**src/rtl/ioport_pkg.sv**
```systemverilog
// ioport_pkg: shared I/O port bank constants and port-index names.
package ioport_pkg;
  localparam int NUM_IOPORTS = 4;
  localparam int IOPORT_SEL_W = 2;
  typedef enum logic [IOPORT_SEL_W-1:0] {
    IOPORT0 = 2'd0,
    IOPORT1 = 2'd1,
    IOPORT2 = 2'd2,
    IOPORT3 = 2'd3
  } ioport_idx_e;
endpackage

```
**src/rtl/ioport_bank_if.sv**
```systemverilog
// ioport_bank_if: CPU-side decoder bus into the I/O port bank.
interface ioport_bank_if
  import ioport_pkg::*;
#(
  parameter int WIDTH = 32
);
  logic [NUM_IOPORTS-1:0]  ioport_we;
  logic [IOPORT_SEL_W-1:0] ioport_rd_sel;
  logic                    rd_en;
  logic [WIDTH-1:0]        wr_data;
  logic [WIDTH-1:0]        rd_data;
  modport master (output ioport_we, ioport_rd_sel, rd_en, wr_data, input rd_data);
  modport slave (input ioport_we, ioport_rd_sel, rd_en, wr_data, output rd_data);
endinterface

```
**src/rtl/ioport_bank_sync_ff.sv**
```systemverilog
// sync_ff: multi-stage flop synchronizer for quasi-static board inputs.
module sync_ff #(
  parameter int WIDTH  = 32,
  parameter int STAGES = 2
) (
  input  logic             clk,
  input  logic             reset,
  input  logic [WIDTH-1:0] d,
  output logic [WIDTH-1:0] q
);
  logic [WIDTH-1:0] stage_q [STAGES];
  logic [WIDTH-1:0] stage_d [STAGES];
  always_comb begin
    stage_d[0] = d;
    for (int i = 1; i < STAGES; i++) stage_d[i] = stage_q[i-1];
  end
  always_ff @(posedge clk or posedge reset) begin
    if (reset) begin
      for (int i = 0; i < STAGES; i++) stage_q[i] <= '0;
    end else begin
      stage_q <= stage_d;
    end
  end
  assign q = stage_q[STAGES-1];
endmodule

```
**src/rtl/ioport_bank.sv**
```systemverilog
// ioport_bank: four-port memory-mapped I/O register bank with synchronized inputs.
// Define IOPORT_CHANGE_DETECT_EN to add the sticky per-port changed flags.
module ioport_bank
  import ioport_pkg::*;
#(
  parameter int               WIDTH       = 32,
  parameter int               SYNC_STAGES = 2,
  parameter logic [WIDTH-1:0] OUT_RESET   = '0
) (
  input  logic             clk,
  input  logic             reset,
  ioport_bank_if.slave     bus,
  input  logic [WIDTH-1:0] port_in0,
  input  logic [WIDTH-1:0] port_in1,
  input  logic [WIDTH-1:0] port_in2,
  input  logic [WIDTH-1:0] port_in3,
  output logic [WIDTH-1:0] port_out0,
  output logic [WIDTH-1:0] port_out1,
  output logic [WIDTH-1:0] port_out2,
  output logic [WIDTH-1:0] port_out3
`ifdef IOPORT_CHANGE_DETECT_EN
  ,
  output logic [NUM_IOPORTS-1:0] changed
`endif
);
  logic [WIDTH-1:0] in_w   [NUM_IOPORTS];
  logic [WIDTH-1:0] sync_w [NUM_IOPORTS];
  logic [WIDTH-1:0] out_q  [NUM_IOPORTS];
  logic [WIDTH-1:0] out_d  [NUM_IOPORTS];
  assign in_w = '{port_in0, port_in1, port_in2, port_in3};
  genvar g;
  for (g = 0; g < NUM_IOPORTS; g++) begin : g_sync
    sync_ff #(.WIDTH(WIDTH), .STAGES(SYNC_STAGES)) u_sync (
      .clk  (clk),
      .reset(reset),
      .d    (in_w[g]),
      .q    (sync_w[g])
    );
  end
  // a multi-hot enable writes every selected port with the same data
  always_comb begin
    for (int n = 0; n < NUM_IOPORTS; n++) out_d[n] = bus.ioport_we[n] ? bus.wr_data : out_q[n];
  end
  always_ff @(posedge clk or posedge reset) begin
    if (reset) begin
      for (int n = 0; n < NUM_IOPORTS; n++) out_q[n] <= OUT_RESET;
    end else begin
      out_q <= out_d;
    end
  end
  assign port_out0   = out_q[0];
  assign port_out1   = out_q[1];
  assign port_out2   = out_q[2];
  assign port_out3   = out_q[3];
  assign bus.rd_data = sync_w[bus.ioport_rd_sel];
`ifdef IOPORT_CHANGE_DETECT_EN
  logic [WIDTH-1:0]       prev_q [NUM_IOPORTS];
  logic [WIDTH-1:0]       prev_d [NUM_IOPORTS];
  logic [NUM_IOPORTS-1:0] changed_q;
  logic [NUM_IOPORTS-1:0] changed_d;
  assign prev_d = sync_w;
  // set dominates clear so a change landing in the read cycle is not lost
  always_comb begin
    for (int n = 0; n < NUM_IOPORTS; n++)
      changed_d[n] = (sync_w[n] != prev_q[n]) |
                     (changed_q[n] & ~(bus.rd_en & (bus.ioport_rd_sel == IOPORT_SEL_W'(n))));
  end
  always_ff @(posedge clk or posedge reset) begin
    if (reset) begin
      for (int n = 0; n < NUM_IOPORTS; n++) prev_q[n] <= '0;
      changed_q <= '0;
    end else begin
      prev_q    <= prev_d;
      changed_q <= changed_d;
    end
  end
  assign changed = changed_q;
`else
  logic unused_rd_en;
  assign unused_rd_en = bus.rd_en;
`endif
endmodule
```
**src/flat_wrapper.sv**
```systemverilog
// flat-port wrapper written by rule: the top's interface ports become plain ports
module ioport_bank_flat import ioport_pkg::*;
#(
  parameter int               WIDTH       = 32,
  parameter int               SYNC_STAGES = 2,
  parameter logic [WIDTH-1:0] OUT_RESET   = '0
)
  (clk, reset, port_in0, port_in1, port_in2, port_in3, port_out0, port_out1, port_out2, port_out3, bus_ioport_we, bus_ioport_rd_sel, bus_rd_en, bus_wr_data, bus_rd_data);
  ioport_bank_if #(.WIDTH(WIDTH)) bus_i ();
  input  logic clk;
  input  logic reset;
  input  logic [WIDTH-1:0] port_in0;
  input  logic [WIDTH-1:0] port_in1;
  input  logic [WIDTH-1:0] port_in2;
  input  logic [WIDTH-1:0] port_in3;
  output logic [WIDTH-1:0] port_out0;
  output logic [WIDTH-1:0] port_out1;
  output logic [WIDTH-1:0] port_out2;
  output logic [WIDTH-1:0] port_out3;
  input wire logic [$bits(bus_i.ioport_we)-1:0] bus_ioport_we;
  input wire logic [$bits(bus_i.ioport_rd_sel)-1:0] bus_ioport_rd_sel;
  input wire logic [$bits(bus_i.rd_en)-1:0] bus_rd_en;
  input wire logic [$bits(bus_i.wr_data)-1:0] bus_wr_data;
  output wire logic [$bits(bus_i.rd_data)-1:0] bus_rd_data;
  assign bus_i.ioport_we = bus_ioport_we;
  assign bus_i.ioport_rd_sel = bus_ioport_rd_sel;
  assign bus_i.rd_en = bus_rd_en;
  assign bus_i.wr_data = bus_wr_data;
  assign bus_rd_data = bus_i.rd_data;
  ioport_bank #(.WIDTH(WIDTH), .SYNC_STAGES(SYNC_STAGES), .OUT_RESET(OUT_RESET)) u_core (.clk(clk), .reset(reset), .bus(bus_i), .port_in0(port_in0), .port_in1(port_in1), .port_in2(port_in2), .port_in3(port_in3), .port_out0(port_out0), .port_out1(port_out1), .port_out2(port_out2), .port_out3(port_out3));
endmodule
```
**config.mk**
```make
export PLATFORM = sky130hd
export DESIGN_NAME = ioport_bank_flat
export DESIGN_NICKNAME = d
export VERILOG_FILES = /design/src/rtl/ioport_pkg.sv /design/src/rtl/ioport_bank_if.sv /design/src/rtl/ioport_bank_sync_ff.sv /design/src/rtl/ioport_bank.sv /design/src/flat_wrapper.sv
export SDC_FILE = /design/constraint.sdc
export NUM_CORES = 1
export LEC_CHECK = 0
export CAP_MARGIN = 20
export CELL_PAD_IN_SITES_DETAIL_PLACEMENT = 1
export CELL_PAD_IN_SITES_GLOBAL_PLACEMENT = 1
export CORE_ASPECT_RATIO = 1.5
export CORE_MARGIN = 1
export CORE_UTILIZATION = 40
export DETAILED_ROUTE_END_ITERATION = 10
export PLACE_DENSITY_LB_ADDON = 0.1
export SYNTH_ARGS = -nofsm -noshare
export SYNTH_HDL_FRONTEND = slang
export SYNTH_SLANG_ARGS = --single-unit
```
**constraint.sdc**
```tcl
create_clock -name clk -period 16.5 [get_ports clk]
set_clock_uncertainty 0.1 [all_clocks]
set_input_delay 2.475 -clock clk [delete_from_list [all_inputs] [get_ports clk]]
set_output_delay 2.475 -clock clk [all_outputs]
set_load 0.02 [all_outputs]
```
==> impl_metrics.toml <==
[worst_setup_path]
endpoint = "bus_rd_data[29]"
reg2regPathDepth = 1
cp.arrival_ps = 4340
cp.depth = 4
crit_buf_inv = 3
crit_path_max_incr_delay_ps = 640
r2r_end = "u_core.port_out1[12]"
rrSetupSlack_ps = 15600
cp-startpoint = "bus_ioport_rd_sel[0]"
start_kind = "input port"
cp.required_ps = 13930
slowest_stage = "mux4_1"
cp-end-kind = "output pin"
crit_chain = "buf_2 > buf_4 > mux4_1 > clkdlybuf4s50_1"
crit_type = "input port to output pin"
r2r_start = "u_core.port_out1[12]"
critPathMaxFanout = 32
cpLargestDelayFamily = "buffers and inverters"

[clock_network]
cts_tree = "done"
htree_levels = 2
cts_buffers = 37
cts_sinks = 384
postCtsHoldBufs = 0
cts_setup_buffers = 0
insertion_delay_ps = 510
cts_resized = 0
path_clk_slew_ps = 60
cts.path.max_buffers = 3
ctsRootBufferMaster = "clkbuf_16"

[detailed_routing]
vias_per_cell = 4.664
num_vias = 6259
routedWlPerCell_um = 21.23
dr_wl_met2_um = 15440
wl_met3_um = 2690
drcViolationCount = 0
top_layer = "met4"
firstDrtPassIters = 4
wl_um = 28490
dr.first_iter.drc_count = 172
antenna_left = 0
wl_met1_um = 9325

[yosys]
synth_nets = 737
synth_top_area_cell = "dfrtp_1"
ys_types = 10
syn_avg_cell_area_um2 = 21.03
ys_warn_count = 0
synth_area_um2 = 11940
ys_seq_area_frac = 0.8045
synth-seq-cells = 384
netlist.area_leader.share = 0.8045
syn_inst = 568
synth_area_leaders = "dfrtp_1 (80%), mux2_2 (11%), mux4_2 (5.7%)"

[layout]
fin_nets = 1087
register_area_um2 = 9609
area_delta_synth_final_pct = 40.90
multi_input_area_um2 = 2170
fill_cells = 2641
drive_gt1_frac = 0.2333

[timing]
max_slew_margin = 0.3537
rsz0062_at_grt = "false"
tightest_slew_ps = 969.5
finalMaxSlewViolations = 0
fmax_mhz = 144.6
fin_ws_ps = 9583
setup_viol = 0
final_hold_viol_count = 0
fin_crit_ps = 6917
fin_tns_setup_ps = 0
fin_crit_sh = 0.4192

[pwr]
vdd_drop_max_uv = 89.57
power_density_nw_per_um2 = 126.0
power.leakage_uw = 0.007129

[place]
place.gp.congestion = 0.7672
dpl.hpwl_um = 19310
pre_cts_slack_ps = 9514
io_buffers = 327

[die]
initial_core_util = 0.4065
pin_count = 329
core-area_um2 = 29380
die_h_um = 213.6
rows = 77
dieWidth_um = 143.1
die-area_um2 = 30570

[global_routing]
antenna_found_initial = 3
grt_pass1_wl_um = 43330
overflow = 0
grt_pass1_vias = 7509
grt_max_degree = 159
grt_usage = 0.1923

[worst_hold_path]
min-delay-start = "u_core.g_sync[3].u_sync.stage_d[3]"
hp-class = "flip-flop to flip-flop"

[outcome]
status = "complete, no violations"

[flow_run]
timing.max_cap.violations = 0
placed cells by master (no fill, tap or decap), drive strengths merged:
cell type	instances
buf	10
bufinv	3
clkbuf	47
clkdlybuf4s50	324
clkinv	12
dfrtp	384
diode	4
inv	3
mux2	128
mux4	32
metal layers:
layer / GRT usage / up-vias
li1: - / 2654
met1: 0.1956 / 3293
met2: 0.3448 / 254
met3: 0.07637 / 58
met4: 0.08417 / 0
met5: 0 / -
cells in the mapped netlist:
cell and n:
mux4_1 2, mux4_2 30, mux2_2 119, inv_1 1, buf_6 1, buf_2 15, mux2_1 9, clkbuf_1 4
buf_12 3, dfrtp_1 384
sequential cells by signal (all words and copies together), names as in the netlist:
signal,cells
u_core.g_sync.u_sync.q,128
u_core.g_sync.u_sync.stage_d,128
u_core.port_out0,32
u_core.port_out1,32
u_core.port_out2,32
u_core.port_out3,32
stage by stage:
stage                     power, uW  hold slack (ps)    util  instance area (um2)  std cells
after global routing           2205            249.6  0.5726                16830       1341
after global placement         1303            231.1  0.5309                15600       1273
final                          2121            244.8  0.5727                16830       1342
after detailed placement       1316            235.6  0.5309                15600       1273
after CTS                      2154            243.9  0.5714                16790       1337
after floorplan                1163            231.2       -                11940        568
final cells by class:
type                    instances  area share
diodes                          4   0.0005948
clock buffers                  47     0.06082
clock inverters                17    0.009963
inverters                       1   0.0006691
multi-input cells             160      0.1289
flip-flops and latches        384      0.5710
well taps                     395     0.02937
repair buffers                334      0.1987
power breakdown:
group          internal (uW)  switching, uW
clock network            486            338
registers               1000           27.2
logic                    140            124
logic make-up (layout without fill, tap and decap cells):
| kind of cell | after synthesis | after routing | synth area share |
|---|---|---|---|
| other | 0 | 4 | 0 |
| buffers and inverters | 24 | 399 | 0.01383 |
| multiplexers | 160 | 160 | 0.1816 |
| flip-flops | 384 | 384 | 0.8045 |
worst min-delay path by stage:
stage / end / slack [ps] / cells past startpoint
after floorplan: u_core.g_sync[0].u_sync.q[0] / 230 / 0
after global placement: u_core.g_sync[3].u_sync.q[6] / 230 / 0
after detailed placement: u_core.g_sync[0].u_sync.q[30] / 240 / 0
after CTS: u_core.g_sync[2].u_sync.q[31] / 240 / 0
after global routing: u_core.g_sync[2].u_sync.q[31] / 250 / 0
final: u_core.g_sync[3].u_sync.q[3] / 240 / 0
Power figures use the tool's default switching activity.
